<file path="src/rtl/retire_checker_pkg.sv">
// retire_chk_pkg: shared types for the retirement checker.
// Record layout, FSM states, failure causes and write normalization.
package retire_chk_pkg;

  localparam int REC_XLEN = 32;
  localparam int REF_LATE_LIMIT = 256;

  typedef enum logic [1:0] {
    IDLE,
    RUN,
    PASS,
    FAIL
  } state_t;

  typedef enum logic [1:0] {
    FC_NONE,
    FC_MISMATCH,
    FC_OVERFLOW,
    FC_REF_LATE
  } fail_cause_t;

  typedef struct packed {
    logic [REC_XLEN-1:0] pc;
    logic [REC_XLEN-1:0] instr;
    logic                wr_en;
    logic [4:0]          wr_idx;
    logic [REC_XLEN-1:0] wr_data;
    logic [REC_XLEN-1:0] v0;
  } retire_rec_t;

  // A write to r0 is architecturally invisible.
  function automatic logic norm_we(
    input logic       en,
    input logic [4:0] idx
  );
    return en && (idx != 5'd0);
  endfunction

endpackage

</file>
<file path="src/rtl/retire_checker_fifo.sv">
// retire_fifo: multi-lane push, single pop circular buffer.
// A push that would exceed DEPTH is rejected whole and flagged.
module retire_fifo
  import retire_chk_pkg::*;
#(
  parameter  int LANES = 1,
  parameter  int DEPTH = 8,
  localparam int AW    = $clog2(DEPTH),
  localparam int CW    = AW + 1
) (
  input  logic                    clk,
  input  logic                    reset,
  input  logic                    i_push_en,
  input  logic [LANES-1:0]        i_valid,
  input  retire_rec_t [LANES-1:0] i_rec,
  input  logic                    i_pop,
  output retire_rec_t             o_head,
  output logic                    o_empty,
  output logic [CW-1:0]           o_occ,
  output logic [CW-1:0]           o_occ_next,
  output logic                    o_ovf
);

  retire_rec_t   r_mem [DEPTH];
  logic [AW-1:0] r_wr_ptr;
  logic [AW-1:0] r_rd_ptr;
  logic [CW-1:0] r_occ;
  logic [CW-1:0] w_npush;
  logic [CW:0]   w_sum;
  logic          w_pop;
  logic          w_wr;

  // count retiring lanes this cycle
  always_comb begin
    w_npush = '0;
    for (int l = 0; l < LANES; l++)
      w_npush = w_npush + CW'(i_valid[l]);
  end

  assign o_empty = (r_occ == '0);
  assign w_pop   = i_pop && !o_empty;
  // pop frees its slot before the pushes land
  assign w_sum   = {1'b0, r_occ} + {1'b0, w_npush}
                 - (CW+1)'(w_pop);
  assign o_ovf   = i_push_en && (w_sum > (CW+1)'(DEPTH));
  assign w_wr    = i_push_en && !o_ovf;

  assign o_occ_next = w_wr ? w_sum[CW-1:0]
                           : r_occ - CW'(w_pop);
  assign o_occ  = r_occ;
  assign o_head = r_mem[r_rd_ptr];

  // store valid lanes in lane order from the write pointer
  always_ff @(posedge clk) begin
    if (w_wr) begin
      for (int l = 0; l < LANES; l++)
        if (i_valid[l])
          r_mem[r_wr_ptr + AW'(l)] <= i_rec[l];
    end
  end

  // pointers and occupancy
  always_ff @(posedge clk or negedge reset) begin
    if (!reset) begin
      r_wr_ptr <= '0;
      r_rd_ptr <= '0;
      r_occ    <= '0;
    end else begin
      if (w_wr)
        r_wr_ptr <= r_wr_ptr + w_npush[AW-1:0];
      if (w_pop)
        r_rd_ptr <= r_rd_ptr + AW'(1);
      r_occ <= o_occ_next;
    end
  end

endmodule

</file>
<file path="config.mk">
export PLATFORM = sky130hd
export DESIGN_NAME = retire_fifo
export DESIGN_NICKNAME = d
export VERILOG_FILES = /design/src/rtl/retire_checker_pkg.sv /design/src/rtl/retire_checker_fifo.sv
export SDC_FILE = /design/constraint.sdc
export NUM_CORES = 1
export LEC_CHECK = 0
export CORE_MARGIN = 2
export CORE_UTILIZATION = 52
export CTS_BUF_LIST = sky130_fd_sc_hd__clkbuf_8 sky130_fd_sc_hd__clkbuf_16
export CTS_CLUSTER_DIAMETER = 100
export DETAILED_ROUTE_END_ITERATION = 12
export HOLD_SLACK_MARGIN = 0.08
export PLACE_DENSITY = 0.73
export SLEW_MARGIN = 20
export SYNTH_ARGS = -nofsm -noshare
export SYNTH_HDL_FRONTEND = slang
export SYNTH_SLANG_ARGS = --single-unit
</file>
<file path="constraint.sdc">
create_clock -name clk -period 30.7 [get_ports clk]
set_input_delay 3.07 -clock clk [delete_from_list [all_inputs] [get_ports clk]]
set_output_delay 3.07 -clock clk [all_outputs]
set_load 0.02 [all_outputs]
</file>
==> summary.md, run 1 <==
| Metric | Value |
|---|---|
| Sequential share of the synthesized area | `79.3%` |
| FF-to-FF path depth | `15` |
| Clock-pin slew on the worst setup and hold paths | `0.06 ns` |
| Vias in the first global route | `19200` |
| Yosys warns | `0` |
| CP Data Required Time | `27.63 ns` |
| Final Max Tran Viols | `0` |
| Routed vias | `18200` |
| Status | `complete, no violations` |
| Register bit total from synthesis | `1082` |
| Syn_nets | `1789` |
| Die width | `284 um` |
| Largest net degree at the start of global routing | `156` |
| Fillers | `5210` |
| H-tree depth | `3` |
| Clock Sinks | `1082` |
| Setup Buffers After CTS | `0` |
| Hold path start | `r_wr_ptr[2]` |
| EDFF count, synth | `1072` |
| Syn avg cell area | `24.9 um^2` |
| Clock Tree Root | `clkbuf_16` |
| Hold_ws | `0.549 ns` |
| Worst path cell trace | `clkdlybuf4s50_1 -> nand3_1 -> o21ai_0 -> ha_1 -> inv_1 -> fa_1 -> nor4b_1 -> nor4_1 -> a2111o_1 -> o21ai_0 -> clkdlybuf4s50_1` |
| Rel. slew slack | `27.7%` |
| Die area | `80900 um^2` |
| Yosys top cell by area | `edfxtp_1` |
| Critical path's slowest cell | `clkdlybuf4s50_1` |
| Gr ovfl total | `0` |
| Hold path endpoint | `r_wr_ptr[2]` |
| Yosys top cell area share | `78.7%` |
| Initial cell density of the core | `52.7%` |
| FF-to-FF setup slack | `25.19 ns` |
| First-pass GRT wire length | `123000 um` |
| Final hold vios | `0` |
| Layout Nets | `2128` |
| Crit Path Class | `input port to primary output` |
| Final weighted congestion in routability-driven placement | `0.763` |
| Max cap viols | `0` |
| HP Class | `register to register` |
| Global route hottest layer | `met2` |
| Post-synth top flop | `edfxtp_1` |
| Synth unique cells | `35` |
| Min Tclk post-route | `9.72 ns` |
| Die Ht | `284 um` |
| Fmax | `0.103 GHz` |
| Cts repair resizes | `0` |
| Most frequent cells in the layout | `1072 x edfxtp_1, 282 x clkdlybuf4s50_1, 268 x mux4_2, 137 x mux2_2, 108 x clkbuf_16` |
| Io pins | `283` |
| Met2 Use GR | `33.9%` |
| Post-synthesis async set-or-reset flop share | `0.924%` |
| Critical path's largest stage delay | `0.66 ns` |
| CP Buf/Inv Count | `3` |
| Tcrit/Tclk final | `31.7%` |
| Mapped Area | `40900 um^2` |
| DR vias/cell | `5.86` |
| Hold Crit Depth | `1` |
| Max Root-Sink Buffers | `3` |
| GRT Resource Usage Total | `20.4%` |
| Final setup violation count | `0` |
| GR Layer Usage met1 | `27.8%` |
| Most common cell after layout, fill and taps aside | `edfxtp_1` |
| Largest cells by area after synthesis | `edfxtp_1 79%, mux4_2 15%, mux2_2 3.8%` |
| Maximum VDD drop | `0.0000784 V` |
| Slew at the pin closest to its max-slew limit | `1.08 ns` |
| Clock latency on the worst-skew pair | `0.67 ns` |
| Met3 Track Usage GR | `4.41%` |
| Setup_tns | `0 ns` |
| Crit. End Element | `primary output` |
| DRT Pass-1 Iters | `5` |
| Total Power | `4.64 mW` |
| Worst flop-to-flop path endpoint | `r_mem[6][83]` |
| P per Cell Area | `95.3 nW/um^2` |
| Placement Rows | `102` |
| RR Startpoint | `o_occ[2]` |
| DP HPWL | `42200 um` |
| CP Max Fanout | `12` |
| Clock Skews | `0.0189 ns` |
| RSZ-0062 raised after global routing | `no` |
| Area of the multi-input gates | `8130 um^2` |
| Antenna violations before repair | `11` |
| Layout overhead on the synthesized area | `19.1%` |
| IO buf count | `282` |
| Remaining antenna violation count | `0` |
| Mapped Cells | `1639` |
| Share of layout cells above drive strength 1 | `29.0%` |
| Cts bufs inserted | `107` |
| Post-cts hold buffer count | `0` |
| Initial drt markers | `1591` |
| CTS tree | `yes` |
| DRC | `0` |
| WL final | `81900 um` |
| CP delay by family, top | `buffers and inverters` |
| Avg WL per Cell | `26.3 um` |
| Area of the core | `77600 um^2` |
| Reg area | `32500 um^2` |
| Leak | `15.4 nW` |
| Worst Path Arrival | `6.65 ns` |
| Crit start category | `input port` |
==> registers in the layout, summed over array words and instances, names as in the netlist <==
name,cells
r_mem,1072
o_occ,4
r_rd_ptr,3
r_wr_ptr,3
==> synth_stat cells, types with 2 or more instances <==
master and n:
nand3_1 4, nand2b_1 2, buf_6 2, nor3_1 3, xnor2_1 4, nor2_1 10, buf_2 24, mux4_2 268
dfrtp_1 10, mux2_2 137, inv_1 9, nor4_1 2, ha_1 10, nand2_1 4, buf_1 13, nor4b_1 2
clkbuf_1 38, nor2b_1 2, o21ai_0 5, edfxtp_1 1072, xor2_1 3, a211oi_1 2
==> final cells by class <==
cell class	instances	share of cell area, %
Multi-Input combinational cell	471	16.7
Antenna cell	3	0.0154
Clock inverter	92	2.03
Inverter	9	0.0694
Timing Repair Buffer	307	6.34
Sequential cell	1082	66.6
Tap cell	1040	2.67
Clock buffer	108	5.55
==> metal layers <==
metal  wire length [um]  vias up  part of all wire (%)
li1                   -     7743                     -
met1              33800     9811                    41
met2              41600      543                    51
met3               5080      118                   6.2
met4               1290       18                   1.6
met5                127        -                  0.16
==> metrics by stage <==
stage | area (um^2) | util, % | setup WS [ns] | cells
floorplan | 40900 | - | 11.14 | 1639
global placement | 45000 | 58.0 | 21.02 | 2909
detailed placement | 45000 | 58.0 | 20.97 | 2909
CTS | 48700 | 62.8 | 20.96 | 3109
global route | 48700 | 62.8 | 20.68 | 3111
finish | 48700 | 62.8 | 20.98 | 3112
==> cells by family after synthesis <==
family          after synthesis  share of synthesized area (%)
buf+inv                      86                          0.900
simple gates                 35                          0.468
compound gates               11                          0.181
xor+xnor                      7                          0.150
mux                         407                           18.6
fa+ha+maj                    11                          0.355
flops                      1082                           79.3
==> worst max-delay path by stage <==
stage                     cells past startpoint       endpoint   from  slack (ns)
after detailed placement                     11  o_occ_next[1]  i_pop       20.97
after global routing                         11  o_occ_next[1]  i_pop       20.68
after CTS                                    11  o_occ_next[1]  i_pop       20.96
after floorplan                              10    r_mem[5][0]  i_pop       11.14
after global placement                       11  o_occ_next[1]  i_pop       21.02
final                                        11  o_occ_next[1]  i_pop       20.98
==> power breakdown <==
part,switching [mW],internal (mW)
logic,0.731,0.764
clock network,0.541,0.801
registers,0.0750,1.73
Power figures use the tool's default switching activity.
==> inputs of run 2 (changes only) <==
- clock period: 30.7 -> 9.1 ns (I/O delays scaled with it)
==> run 2 against run 1 <==
Compared with the run above:
- final cell count hardly changed
- critical path depth increased by 2
- register-to-register slack worse by 21 ns
- clock power rose to 3.3 times the previous value
- power rose to 3.4 times the previous value
- die area stayed put
- final area barely moved
- highest routed layer unchanged
==> summary.md, run 2 (synthesis gave the netlist of run 1 again) <==
| Metric | Value |
|---|---|
| Status | `complete, no violations` |
| Vias in the first global route | `19400 (+0.72%)` |
| Most common cell after layout, fill and taps aside | `edfxtp_1` |
| Area of the core | `77600 um^2 (unchanged)` |
| Share of layout cells above drive strength 1 | `29.4% (+0.41 points)` |
| Leak | `15.4 nW (-0.10%)` |
| CP Buf/Inv Count | `3 (unchanged)` |
| DP HPWL | `41700 um (-1.2%)` |
| GRT Resource Usage Total | `20.4% (+0.040 points)` |
| P per Cell Area | `320 nW/um^2 (+240%)` |
| Layout Nets | `2121 (-0.33%)` |
| Maximum VDD drop | `0.000336 V (+330%)` |
| Critical path's slowest cell | `clkdlybuf4s50_1` |
| Slew at the pin closest to its max-slew limit | `1.12 ns (+0.0318 ns)` |
| Clock-pin slew on the worst setup and hold paths | `0.06 ns (about the same)` |
| Antenna violations before repair | `15 (+4)` |
| Number of flip-flops in the largest register | `1072 (unchanged)` |
| Design Area, Final | `48700 um^2 (about the same)` |
| DR vias/cell | `5.83 (-0.57%)` |
| Rel. slew slack | `25.4% (-2.3 points)` |
| DRT Pass-1 Iters | `5 (unchanged)` |
| Inst Count DP | `2902 (-0.24%)` |
| Most frequent cells in the layout | `1072 x edfxtp_1, 282 x clkdlybuf4s50_1, 268 x mux4_2, 137 x mux2_2, 108 x clkbuf_16` |
| Initial drt markers | `1453 (-8.7%)` |
| Fmax | `0.176 GHz` |
| Max cap viols | `0 (unchanged)` |
| Crit start category | `register` |
| Critical path's largest stage delay | `0.67 ns (about the same)` |
| RSZ-0062 raised after global routing | `no` |
| H-tree depth | `3 (unchanged)` |
| CTS tree | `yes` |
| Initial cell density of the core | `52.7% (unchanged)` |
| Layout overhead on the synthesized area | `19.1% (about the same)` |
| Die width | `284 um (unchanged)` |
| WL final | `81900 um (about the same)` |
| Layout Utilization | `62.8% (about the same)` |
| Crit Path Class | `register to primary output` |
| Largest net degree at the start of global routing | `135 (-13%)` |
| Post-cts hold buffer count | `0 (unchanged)` |
| Final weighted congestion in routability-driven placement | `0.806 (+5.6%)` |
| Cts bufs inserted | `105 (-1.9%)` |
| Crit. End Element | `primary output` |
| Final Max Tran Viols | `0 (unchanged)` |
| Max Root-Sink Buffers | `3 (unchanged)` |
| Clock Tree Root | `clkbuf_16` |
| Remaining antenna violation count | `0 (unchanged)` |
| Hold_ws | `0.533 ns (-0.0162 ns)` |
| Routed vias | `18100 (-0.60%)` |
| First-pass GRT wire length | `123000 um (-0.15%)` |
| Tcrit/Tclk final | `62.4%` |
| Placement Rows | `102 (unchanged)` |
| Clock Skews | `0.0247 ns (+0.00580 ns)` |
| CP Data Required Time | `8.19 ns (-19.44 ns)` |
| Setup Buffers After CTS | `0 (unchanged)` |
| IO buf count | `282 (unchanged)` |
| Final hold vios | `0 (unchanged)` |
| Final Non-Filler Cells | `3111 (-0.032%)` |
| Largest Register | `r_mem` |
| Dpl cell area | `45000 um^2 (about the same)` |
| HP Class | `register to register` |
| Die Ht | `284 um (unchanged)` |
| Gr ovfl total | `0 (unchanged)` |
| Setup_tns | `0 ns (unchanged)` |
| Io pins | `283 (unchanged)` |
| Final setup violation count | `0 (unchanged)` |
| Clock Sinks | `1082 (unchanged)` |
| Min Tclk post-route | `5.68 ns` |
| CP Max Fanout | `12 (unchanged)` |
| DRC | `0 (unchanged)` |
| CP delay by family, top | `compound AO/OA/AOI/OAI gates` |
| Avg WL per Cell | `26.3 um (about the same)` |
| Worst Path Arrival | `4.77 ns (-1.88 ns)` |
| Die area | `80900 um^2 (unchanged)` |
| Clock latency on the worst-skew pair | `0.66 ns (about the same)` |
| Cts repair resizes | `0 (unchanged)` |
| Worst path cell trace | `inv_1 -> ha_1 -> nand2b_1 -> nand3_1 -> o21ai_0 -> ha_1 -> inv_1 -> fa_1 -> nor4b_1 -> nor4_1 -> a2111o_1 -> o21ai_0 -> clkdlybuf4s50_1` |
## run 2: cell count changes in the layout (fill, tap and decap cells not counted), sizes merged
cell,change
buf,-5
bufinv,-4
clkbuf,+3
clkinv,-7
clkinvlp,+7
diode,+4
inv,+1
## run 2: path summary, 6_finish.rpt
kind	slack (ns)	start	cells after the start	to
hold / removal	0.53	r_wr_ptr[2]	1	r_wr_ptr[2]
hold reg to reg	0.53	r_wr_ptr[2]	1	r_wr_ptr[2]
max in group asynchronous	7.99	reset	1	r_rd_ptr[0]
min in group asynchronous	0.65	reset	1	o_occ[3]
setup / recovery	3.42	o_occ[2]	13	o_occ_next[1]
setup reg to reg	3.86	o_occ[2]	14	r_mem[2][14]
## run 2: through the flow
step	worst slack (ns)	total power, mW
after floorplan	-3.56	9.45
after global placement	3.42	11.3
after detailed placement	3.35	11.3
after CTS	3.40	15.8
after global routing	3.18	16.2
final	3.42	15.6
## run 2: where the power goes
group	internal (mW)	switching [mW]	total (mW)
Combinational	2.60	2.51	5.12
Sequential	5.84	0.232	6.07
Clock	2.61	1.80	4.42
Total	11.1	4.55	15.6
## run 2: layout make-up
class	count	area [um^2]
Multi-Input combinational cell	471	8150
Clock inverter	89	865
Timing Repair Buffer	302	3150
Tap cell	1040	1300
Fill cell	5147	28900
Inverter	9	33.8
Antenna cell	7	17.5
Sequential cell	1082	32500
Clock buffer	111	2740
## run 2: worst register-to-register path, stage by stage, from the launching register on
cell,delay [ns]
dfrtp_1,0.46
inv_1,0.12
ha_1,0.21
nand2b_1,0.12
nand3_1,0.15
o21ai_0,0.17
ha_1,0.24
inv_1,0.06
fa_1,0.55
nor4b_1,0.29
nor4_1,0.12
a211oi_1,0.45
nand3_1,0.35
nor2_4,0.95
buf_12,0.59
## run 2: per-layer routing
| layer | wire (um) | track usage, % |
|---|---|---|
| met1 | 33800 | 27.8 |
| met5 | 114 | 0 |
| met2 | 41400 | 33.6 |
| met3 | 5120 | 4.64 |
| met4 | 1490 | 5.89 |
==> inputs of run 3 (changes only) <==
- PLACE_DENSITY: 0.73 -> 0.76
- clock period: 9.1 -> 4.7 ns (I/O delays scaled with it)
==> run 3 against run 2 <==
Compared with the run above:
- global-route usage increased by 0.52 points
- power increased by 93%
- clock-buffer cell count unchanged
- sequential power increased by 93%
==> summary.md, run 3 (synthesis gave the netlist of run 1 again) <==
| Metric | Value |
|---|---|
| GR Layer Usage met1 | `28.8% (+1.0 points)` |
| Final Non-Filler Cells | `3143 (+1.0%)` |
| Max cap viols | `0 (unchanged)` |
| Layout overhead on the synthesized area | `20.2%` |
| Met3 Track Usage GR | `4.72% (+0.080 points)` |
| Clock latency on the worst-skew pair | `0.65 ns (about the same)` |
| P_sw | `8.90 mW (+96%)` |
| Final setup violation count | `0 (unchanged)` |
| Clock Sinks | `1082 (unchanged)` |
| IO buf count | `282 (unchanged)` |
| RSZ-0062 raised after global routing | `no` |
| Critical path's slowest cell | `fa_2` |
| Total Power | `30.1 mW (+93%)` |
| Most frequent cells in the layout | `1072 x edfxtp_1, 278 x clkdlybuf4s50_1, 268 x mux4_2, 137 x mux2_2, 111 x clkbuf_16` |
| Clock Tree Root | `clkbuf_16` |
| Initial cell density of the core | `52.7% (unchanged)` |
| Io pins | `283 (unchanged)` |
| Sw Share | `29.6% (+0.43 points)` |
| Most common cell after layout, fill and taps aside | `edfxtp_1` |
| DP HPWL | `48400 um (+16%)` |
| GRT Resource Usage Total | `21.0% (+0.52 points)` |
| WL final | `84200 um (+2.8%)` |
| Cts bufs inserted | `106 (+0.95%)` |
| Die width | `284 um (unchanged)` |
| Tcrit/Tclk final | `90.8%` |
| Clock Skews | `0.0158 ns (-0.00892 ns)` |
| Maximum VDD drop | `0.000525 V (+56%)` |
| HP Class | `input port to async pin` |
| Antenna violations before repair | `10 (-5)` |
| Global route hottest layer | `met2` |
| Crit. End Element | `primary output` |
| Crit Path Class | `register to primary output` |
| Critical path's largest stage delay | `0.56 ns (-0.11 ns)` |
| Pint | `21.2 mW (+92%)` |
| Final worst slack | `0.434 ns (-2.98 ns)` |
| Remaining antenna violation count | `0 (unchanged)` |
| Rel. slew slack | `47.6% (+22 points)` |
| Min Tclk post-route | `4.27 ns` |
| Die Ht | `284 um (unchanged)` |
| Setup_tns | `0 ns (unchanged)` |
| Final Max Tran Viols | `0 (unchanged)` |
| Inst Count DP | `2947 (+1.6%)` |
| Comb pwr share | `34.3% (+1.5 points)` |
| Final weighted congestion in routability-driven placement | `0.796 (-1.3%)` |
| Fmax | `0.234 GHz` |
| Layout Nets | `2166 (+2.1%)` |
| DRT Pass-1 Iters | `5 (unchanged)` |
| Most used cell, CP | `inv_2` |
| DRC | `0 (unchanged)` |
| Gr ovfl total | `0 (unchanged)` |
| Clock-pin slew on the worst setup and hold paths | `0.06 ns (about the same)` |
| Number of flip-flops in the largest register | `1072 (unchanged)` |
| Die area | `80900 um^2 (unchanged)` |
| CP Data Required Time | `4.23 ns (-3.96 ns)` |
| Placement Rows | `102 (unchanged)` |
| Crit start category | `register` |
| Largest net degree at the start of global routing | `70 (-48%)` |
| Initial drt markers | `1665 (+15%)` |
| P per Cell Area | `613 nW/um^2 (+91%)` |
| H-tree depth | `3 (unchanged)` |
| Worst path cell trace | `inv_2 -> ha_4 -> nand2b_4 -> nand3_2 -> o21ai_2 -> ha_2 -> inv_2 -> fa_2 -> and4b_1 -> nor4_4 -> a2111o_1 -> mux2_4 -> dlymetal6s2s_1` |
| Pre-CTS WS | `0.423 ns (-2.93 ns)` |
| CP Buf/Inv Count | `3 (unchanged)` |
| Layout Utilization | `63.3% (+0.53 points)` |
| Largest Register | `r_mem` |
| DR vias/cell | `5.89 (+1.2%)` |
| Area of the core | `77600 um^2 (unchanged)` |
| Clk pwr share | `26.7% (-1.6 points)` |
| Max Root-Sink Buffers | `3 (unchanged)` |
| Worst Path Arrival | `3.80 ns (-0.97 ns)` |
| CP Max Fanout | `8 (-4)` |
| Final hold vios | `0 (unchanged)` |
| Avg WL per Cell | `26.8 um (+1.7%)` |
| First-pass GRT wire length | `126000 um (+2.6%)` |
| CP delay by family, top | `adder cells` |
| Met2 Use GR | `34.3% (+0.72 points)` |
| Status | `complete, no violations` |
| Leak | `15.6 nW (+1.8%)` |
| Vias in the first global route | `19600 (+1.1%)` |
| Routed vias | `18500 (+2.2%)` |
| Share of layout cells above drive strength 1 | `30.5% (+1.1 points)` |
| Sequential power share | `39.0% (about the same)` |
| CTS tree | `yes` |
| Slew at the pin closest to its max-slew limit | `0.786 ns (-0.330 ns)` |
## run 3: repair_timing
| action | 4_1_cts | 5_1_grt |
|---|---|---|
| gates resized for setup | 0 | 6 |
| setup buffers | 0 | 1 |
| setup endpoints to repair | 0 | 4 |
| hold buffers | 0 | 0 |
## run 3: metal layers
| metal | share of wire [%] | up-vias |
|---|---|---|
| met5 | 0.13 | - |
| met4 | 1.9 | 16 |
| met3 | 7.1 | 127 |
| met2 | 50 | 670 |
| met1 | 40 | 9910 |
| li1 | - | 7799 |
## run 3: power by group through the flow
stage | registers [mW] | logic, mW | clock network (mW)
final | 11.7 | 10.3 | 8.03
after global routing | 11.8 | 10.9 | 8.56
after CTS | 11.8 | 10.5 | 8.19
after detailed placement | 11.9 | 10.4 | 0
after global placement | 11.9 | 10.3 | 0
after floorplan | 11.7 | 6.63 | 0
## run 3: stage by stage
stage	instance area [um^2]	hold WS, ns
after floorplan	41000	0.174
after global placement	45800	0.531
after detailed placement	45800	0.542
after CTS	49100	0.136
after global routing	49100	0.182
final	49100	0.161
## run 3: path summary, 6_finish.rpt
kind / startpoint / endpoint / slack (ns) / cells past startpoint
setup / recovery: o_occ[3] / o_occ_next[0] / 0.43 / 13
hold / removal: reset / o_occ[2] / 0.16 / 1
setup reg to reg: o_occ[3] / r_mem[4][66] / 0.59 / 16
hold reg to reg: r_wr_ptr[2] / r_wr_ptr[2] / 0.56 / 1
max in group asynchronous: reset / r_rd_ptr[0] / 4.16 / 1
min in group clk: i_rec[121] / r_mem[5][121] / 0.55 / 1
## run 3: final cells by class
cell class,count,area [um^2]
inverters,9,33.8
well taps,1040,1300
clock inverters,82,549
diodes,2,5.00
multi-input cells,471,8240
flip-flops and latches,1082,32500
repair buffers,346,3760
fillers,5073,28500
clock buffers,111,2780
